==> src/rtl/load_store_unit.sv <==
`default_nettype none
// ============================================================================
//  Module   : load_store_unit
//  Purpose  : Memory-access stage for the single-cycle RISC-V core. Latches a
//             load/store request, drives a req/ack data bus with byte enables,
//             stalls the core until completion or timeout, and returns
//             lane-shifted, sign/zero-extended load data.
//  Options  : MISALIGN_TRAP_EN - adds the 'misalign' output and traps
//             misaligned half/word accesses without touching memory.
//  Revision : 1.0 - initial release
// ============================================================================
module load_store_unit #(
  parameter int TIMEOUT_CYCLES = 255,
  parameter int ADDR_W         = 32
) (
  input  logic              clk,
  input  logic              reset,
  input  logic              MemRead,
  input  logic              MemWrite,
  input  logic [2:0]        Load,
  input  logic [1:0]        Store,
  input  logic [ADDR_W-1:0] addr,
  input  logic [31:0]       wdata,
  output logic [31:0]       rdata,
  output logic              stall,
  output logic              bus_err,
  output logic              dmem_req,
  output logic              dmem_we,
  output logic [ADDR_W-1:0] dmem_addr,
  output logic [3:0]        dmem_be,
  output logic [31:0]       dmem_wdata,
  input  logic              dmem_ack,
  input  logic [31:0]       dmem_rdata
`ifdef MISALIGN_TRAP_EN
  ,
  output logic              misalign
`endif
);

  // Load / store function codes from the decoder
  localparam logic [2:0] c_LD_LB  = 3'b000;
  localparam logic [2:0] c_LD_LH  = 3'b001;
  localparam logic [2:0] c_LD_LW  = 3'b010;
  localparam logic [2:0] c_LD_LBU = 3'b011;
  localparam logic [2:0] c_LD_LHU = 3'b100;
  localparam logic [1:0] c_ST_SB  = 2'b00;
  localparam logic [1:0] c_ST_SH  = 2'b01;
  localparam logic [1:0] c_ST_SW  = 2'b10;

  // Last BUSY cycle index before the access is abandoned
  localparam logic [15:0] c_TO_LAST = 16'(TIMEOUT_CYCLES - 1);

  typedef enum logic [1:0] {
    S_IDLE = 2'd0,
    S_BUSY = 2'd1,
    S_DONE = 2'd2
  } state_t;

  state_t      r_state;
  logic [15:0] r_cnt;
  logic [2:0]  r_ld;      // latched load code for result formatting
  logic [1:0]  r_lo;      // latched addr[1:0] for lane selection

  logic        w_access;
  logic        w_legal;
  logic        w_misalign;
  logic        w_start;
  logic        w_go_busy;
  logic        w_timeout;
  logic [3:0]  w_be;
  logic [31:0] w_wdata;
  logic [7:0]  w_byte;
  logic [15:0] w_half;
  logic [31:0] w_load;

  // Request decode: a store takes priority when both strobes are high
  always_comb begin
    w_access = MemRead | MemWrite;
    if (MemWrite) begin
      w_legal = (Store != 2'b11);
    end else begin
      w_legal = (Load <= c_LD_LHU);
    end
    w_start   = (r_state == S_IDLE) && w_access;
    w_go_busy = w_start && w_legal && !w_misalign;
  end

`ifdef MISALIGN_TRAP_EN
  // Halves need addr[0]=0, words need addr[1:0]=00
  always_comb begin
    w_misalign = 1'b0;
    if (MemWrite) begin
      if (Store == c_ST_SH) w_misalign = addr[0];
      if (Store == c_ST_SW) w_misalign = (addr[1:0] != 2'b00);
    end else begin
      if ((Load == c_LD_LH) || (Load == c_LD_LHU)) w_misalign = addr[0];
      if (Load == c_LD_LW) w_misalign = (addr[1:0] != 2'b00);
    end
  end

  assign misalign = reset && w_start && w_legal && w_misalign;
`else
  assign w_misalign = 1'b0;
`endif

  // Byte enables and lane-replicated store data for the incoming request
  always_comb begin
    w_be    = 4'b1111;
    w_wdata = wdata;
    if (MemWrite) begin
      case (Store)
        c_ST_SB: begin
          w_be    = 4'b0001 << addr[1:0];
          w_wdata = {4{wdata[7:0]}};
        end
        c_ST_SH: begin
          w_be    = addr[1] ? 4'b1100 : 4'b0011;
          w_wdata = {2{wdata[15:0]}};
        end
        default: begin
          w_be    = 4'b1111;
          w_wdata = wdata;
        end
      endcase
    end
  end

  // Extract the addressed lane of the returned word and extend it
  always_comb begin
    case (r_lo)
      2'd0:    w_byte = dmem_rdata[7:0];
      2'd1:    w_byte = dmem_rdata[15:8];
      2'd2:    w_byte = dmem_rdata[23:16];
      default: w_byte = dmem_rdata[31:24];
    endcase
    w_half = r_lo[1] ? dmem_rdata[31:16] : dmem_rdata[15:0];
    case (r_ld)
      c_LD_LB:  w_load = {{24{w_byte[7]}}, w_byte};
      c_LD_LH:  w_load = {{16{w_half[15]}}, w_half};
      c_LD_LW:  w_load = dmem_rdata;
      c_LD_LBU: w_load = {24'd0, w_byte};
      c_LD_LHU: w_load = {16'd0, w_half};
      default:  w_load = 32'd0;
    endcase
  end

  // Core handshake and abort detection
  always_comb begin
    w_timeout = (r_state == S_BUSY) && !dmem_ack && (r_cnt == c_TO_LAST);
    stall     = reset && (w_start || (r_state == S_BUSY));
    bus_err   = w_timeout;
  end

  // Access sequencer: IDLE -> BUSY -> DONE, or IDLE -> DONE for rejected requests
  always_ff @(posedge clk or negedge reset) begin
    if (!reset) begin
      r_state    <= S_IDLE;
      r_cnt      <= 16'd0;
      r_ld       <= 3'd0;
      r_lo       <= 2'd0;
      rdata      <= 32'd0;
      dmem_req   <= 1'b0;
      dmem_we    <= 1'b0;
      dmem_addr  <= '0;
      dmem_be    <= 4'd0;
      dmem_wdata <= 32'd0;
    end else begin
      case (r_state)
        S_IDLE: begin
          if (w_go_busy) begin
            dmem_addr  <= {addr[ADDR_W-1:2], 2'b00};
            dmem_be    <= w_be;
            dmem_wdata <= w_wdata;
            dmem_we    <= MemWrite;
            dmem_req   <= 1'b1;
            r_ld       <= Load;
            r_lo       <= addr[1:0];
            r_cnt      <= 16'd0;
            r_state    <= S_BUSY;
          end else if (w_start) begin
            rdata   <= 32'd0;
            r_state <= S_DONE;
          end
        end
        S_BUSY: begin
          if (dmem_ack) begin
            if (!dmem_we) begin
              rdata <= w_load;
            end
            dmem_req <= 1'b0;
            r_cnt    <= 16'd0;
            r_state  <= S_DONE;
          end else if (w_timeout) begin
            rdata    <= 32'd0;
            dmem_req <= 1'b0;
            r_cnt    <= 16'd0;
            r_state  <= S_DONE;
          end else begin
            r_cnt <= r_cnt + 16'd1;
          end
        end
        S_DONE: begin
          r_state <= S_IDLE;
        end
        default: begin
          r_state <= S_IDLE;
        end
      endcase
    end
  end

endmodule
`default_nettype wire

==> config.mk <==
export PLATFORM = sky130hd
export DESIGN_NAME = load_store_unit
export DESIGN_NICKNAME = d
export VERILOG_FILES = /design/src/rtl/load_store_unit.sv
export SDC_FILE = /design/constraint.sdc
export NUM_CORES = 1
export LEC_CHECK = 0
export CAP_MARGIN = 5
export CORE_ASPECT_RATIO = 1.4
export CORE_UTILIZATION = 45
export CTS_CLUSTER_DIAMETER = 80
export DETAILED_ROUTE_END_ITERATION = 7
export PLACE_DENSITY_LB_ADDON = 0.1
export SLEW_MARGIN = 0
export SYNTH_ARGS = -nofsm -noshare
export SYNTH_HDL_FRONTEND = slang
export SYNTH_SLANG_ARGS = --single-unit
export TNS_END_PERCENT = 1
==> constraint.sdc <==
create_clock -name clk -period 2.6 [get_ports clk]
set_input_delay 0.65 -clock clk [delete_from_list [all_inputs] [get_ports clk]]
set_output_delay 0.65 -clock clk [all_outputs]
set_load 0.03 [all_outputs]
==> impl_metrics.yaml, run 1 <==
synth:
  yosys_most_used_dff: "dfrtp_1"
  synthCells: 539
  synth.ff_latch_count: 123
  synthArstFlopShare: 1.00
  ys.warnings.count: 0
  yosysSeqAreaShare: 0.522
  synth_top_cell_by_area: "dfrtp_1"
  syn_area_um2: 5890
  synth_edf_count: 0
  avgSynthCellArea_um2: 10.9
  synth_cell_types: 47
  synthTopCellsByArea: "dfrtp_1 (52%), mux2_2 (7.8%), mux2i_1 (5.6%), o21ai_0 (3.7%), o2bb2ai_1 (3.4%)"
  yosys.area.top_type_share: 0.522
finish:
  stdcell_count: 920
  area_growth_pct: 49.9
  nets: 862
  antenna_cells: 0
  drive_above_1_share: 0.156
  fill_cells: 980
critical_path:
  r2r-start: "r_cnt[12]$_DFFE_PN0P_"
  startpoint_type: "register"
  critical_path_class: "reg2out"
  crit_arrival_ns: 1.93
  reg2regPathDepth: 7
  cp.required_ns: 1.95
  r2r-end: "rdata[7]$_DFFE_PN0P_"
  crit_path_end_kind: "primary output"
  crit_fanout: 2
  setup.reg_to_reg.worst_slack_ns: 0.35
clocking:
  clk_pin_slew_worst_paths_ns: 0.06
  clk_path_buf_depth: 2
  clock_latency_ns: 0.41
  cts_num_sinks: 123
  cts_tree: "built"
  cts_max_level: 4
  numCtsBuffers: 17
  clockRootBuffer: "clkbuf_16"
timing:
  setup_viol: 0
  grt_setup_unrepaired: "yes"
  finalCritPeriodShare: 0.993
  clock_skew_ns: 0.00677
  worst_pin_slew_ns: 1.04
  fmax_ghz: 0.387
  finalHoldWorstSlack_ns: 0.366
  worst_slack_ns: 0.0177
  setup_tns_ns: 0
  finalHoldViolations: 0
  fin_crit_ns: 2.58
  finalMaxSlewViolations: 0
  relSlewSlack: 0.304
routing:
  viasPerCell: 5.49
  top_layer: "met4"
  ant_nets: 0
  wl_met2_mm: 8.35
  route.detailed.drc: 0
  vias: 5048
  drt_first_pass_iters: 4
  wl_met3_mm: 1.23
  wl_met1_mm: 6.26
  wl_per_cell_um: 17.6
  drt_wl_total_mm: 16.2
  dr.first_iter.drc_count: 206
die:
  die_height_um: 137
  ios: 210
  start_util: 0.460
  core_um2: 12800
  fp.dieW_um: 98.7
  die-area_um2: 13600
  rows: 49
global_routing:
  antenna_found_initial: 0
  grt_max_degree: 124
  grt_pass1_wl_mm: 26.0
  grt_pass1_vias: 5166
  grt_overflow: 0
  track_usage: 0.247
worst_hold_path:
  hold_path_class: "in2async"
placed_design:
  pre_cts_ws_ns: 0.0179
  hpwl_mm: 11.5
  gp_congestion: 0.839
  port-buffer-count: 207
  placedCellCount: 883
flow_run:
  cap_violations: 0
power:
  powerDensity_nw_per_um2: 1210
  power_leakage_uw: 0.00370
  ir_drop_mv: 0.735
status:
  status: "finished clean"
-- what timing repair did --
action	CTS	global route
hold buffers	0	0
pin swaps	1	0
setup endpoints to repair	1	1
resized for setup	1	1
buffers inserted	5	0
-- worst max-delay path, cell delays in order, from the launching register on --
cell     delay, ns
dfrtp_1       0.40
or4_4         0.55
nor4_4        0.18
nor3b_2       0.22
buf_4         0.18
-- flip-flops by register name, indices dropped and copies added (netlist names) --
register / cells
dmem_wdata: 32
r_lo: 2
dmem_be: 4
r_cnt: 16
dmem_addr: 30
r_ld: 3
rdata: 32
dmem_we: 1
r_state: 2
dmem_req: 1
-- routing by layer --
metal  vias to the layer above  track usage
met5                         -            0
met2                       179        0.428
met3                        22       0.0918
li1                       2404            -
met4                         0       0.0912
met1                      2443        0.280
-- Yosys cell counts (all sizes together) (5+ instances only) --
cell     instances
a211oi           8
a21oi           40
a221o            8
a22oi           10
a31oi            7
buf             13
clkbuf          23
dfrtp          123
inv             12
mux2            41
mux2i           33
mux4             8
nand2           42
nand2b           5
nand3           12
nor2            39
nor3             6
o21ai           43
o2bb2ai         23
or3              8
-- power breakdown --
part           switching [uW]  total (uW)  internal [uW]  leakage [uW]
sequential                534        3170           2640       0.00156
clock                     883        2280           1400      0.000287
combinational            2870        5190           2320       0.00185
-- metrics by stage --
step	utilization	power, uW	instance area, um2
final	0.690	10700	8840
after floorplan	-	6240	5900
after global routing	0.690	11200	8840
after global placement	0.641	8260	8210
after detailed placement	0.641	8370	8210
after CTS	0.689	10700	8830
-- how the worst max path moves through the flow --
| stage | startpoint | endpoint | slack (ns) |
|---|---|---|---|
| after floorplan | r_cnt[9]$_DFFE_PN0P_ | bus_err | 0.18 |
| after global placement | MemWrite | rdata[4]$_DFFE_PN0P_ | 0.12 |
| after detailed placement | MemWrite | r_cnt[8]$_DFFE_PN0P_ | 0.02 |
| after CTS | r_cnt[12]$_DFFE_PN0P_ | bus_err | -0.007 |
| after global routing | r_cnt[12]$_DFFE_PN0P_ | bus_err | -0.04 |
| final | r_cnt[12]$_DFFE_PN0P_ | bus_err | 0.02 |
-- final cells by class --
cell class                 instances  area [um2]  area share
sequential                       123        3080       0.348
multi-input combinational        369        2650       0.299
timing repair buffer             231        2290       0.260
clock buffer                      20         467      0.0528
tap                              153         191      0.0217
clock inverter                    12         114      0.0129
inverter                          12        45.0     0.00510
-- cells by family (layout without fill, tap and decap cells) --
group           count (synthesis)  count (layout)  synth area share
compound gates                148             148             0.162
flops                         123             123             0.522
mux                            82              82             0.165
buf+inv                        48             275            0.0344
fa+ha+maj                       2               2           0.00424
xor+xnor                        2               2           0.00297
simple gates                  133             133             0.108
other cells                     1               2          0.000636
-- cell usage in the layout (no fill, tap or decap), types with 12 or more instances in the layout --
cell | Yosys | layout
clkdlybuf4s50_1 | 0 | 204
dfrtp_1 | 123 | 122
o21ai_0 | 43 | 43
nand2_1 | 42 | 42
mux2_2 | 41 | 41
a21oi_1 | 40 | 40
nor2_1 | 39 | 39
mux2i_1 | 33 | 33
o2bb2ai_1 | 23 | 23
buf_4 | 2 | 23
clkbuf_16 | 0 | 17
inv_1 | 12 | 12
nand3_1 | 12 | 12
Note: power is estimated with default switching activity, not from simulation.
==> run 2: changes to the inputs <==
--- a/config.mk
+++ b/config.mk
@@ -5,6 +5,7 @@
 export SDC_FILE = /design/constraint.sdc
 export NUM_CORES = 1
 export LEC_CHECK = 0
+export ABC_CLOCK_PERIOD_IN_PS = 2600
 export CAP_MARGIN = 5
 export CORE_ASPECT_RATIO = 1.4
 export CORE_UTILIZATION = 45
==> results of run 2 <==
Final layout, timing and power as in run 1 (identical DEF).
==> run 3: changes to the inputs <==
--- a/config.mk
+++ b/config.mk
@@ -11,6 +11,7 @@
 export CORE_UTILIZATION = 45
 export CTS_CLUSTER_DIAMETER = 80
 export DETAILED_ROUTE_END_ITERATION = 7
+export HOLD_SLACK_MARGIN = 0.15
 export PLACE_DENSITY_LB_ADDON = 0.1
 export SLEW_MARGIN = 0
 export SYNTH_ARGS = -nofsm -noshare
==> results of run 3 <==
Final layout, timing and power as in run 1 (identical DEF).
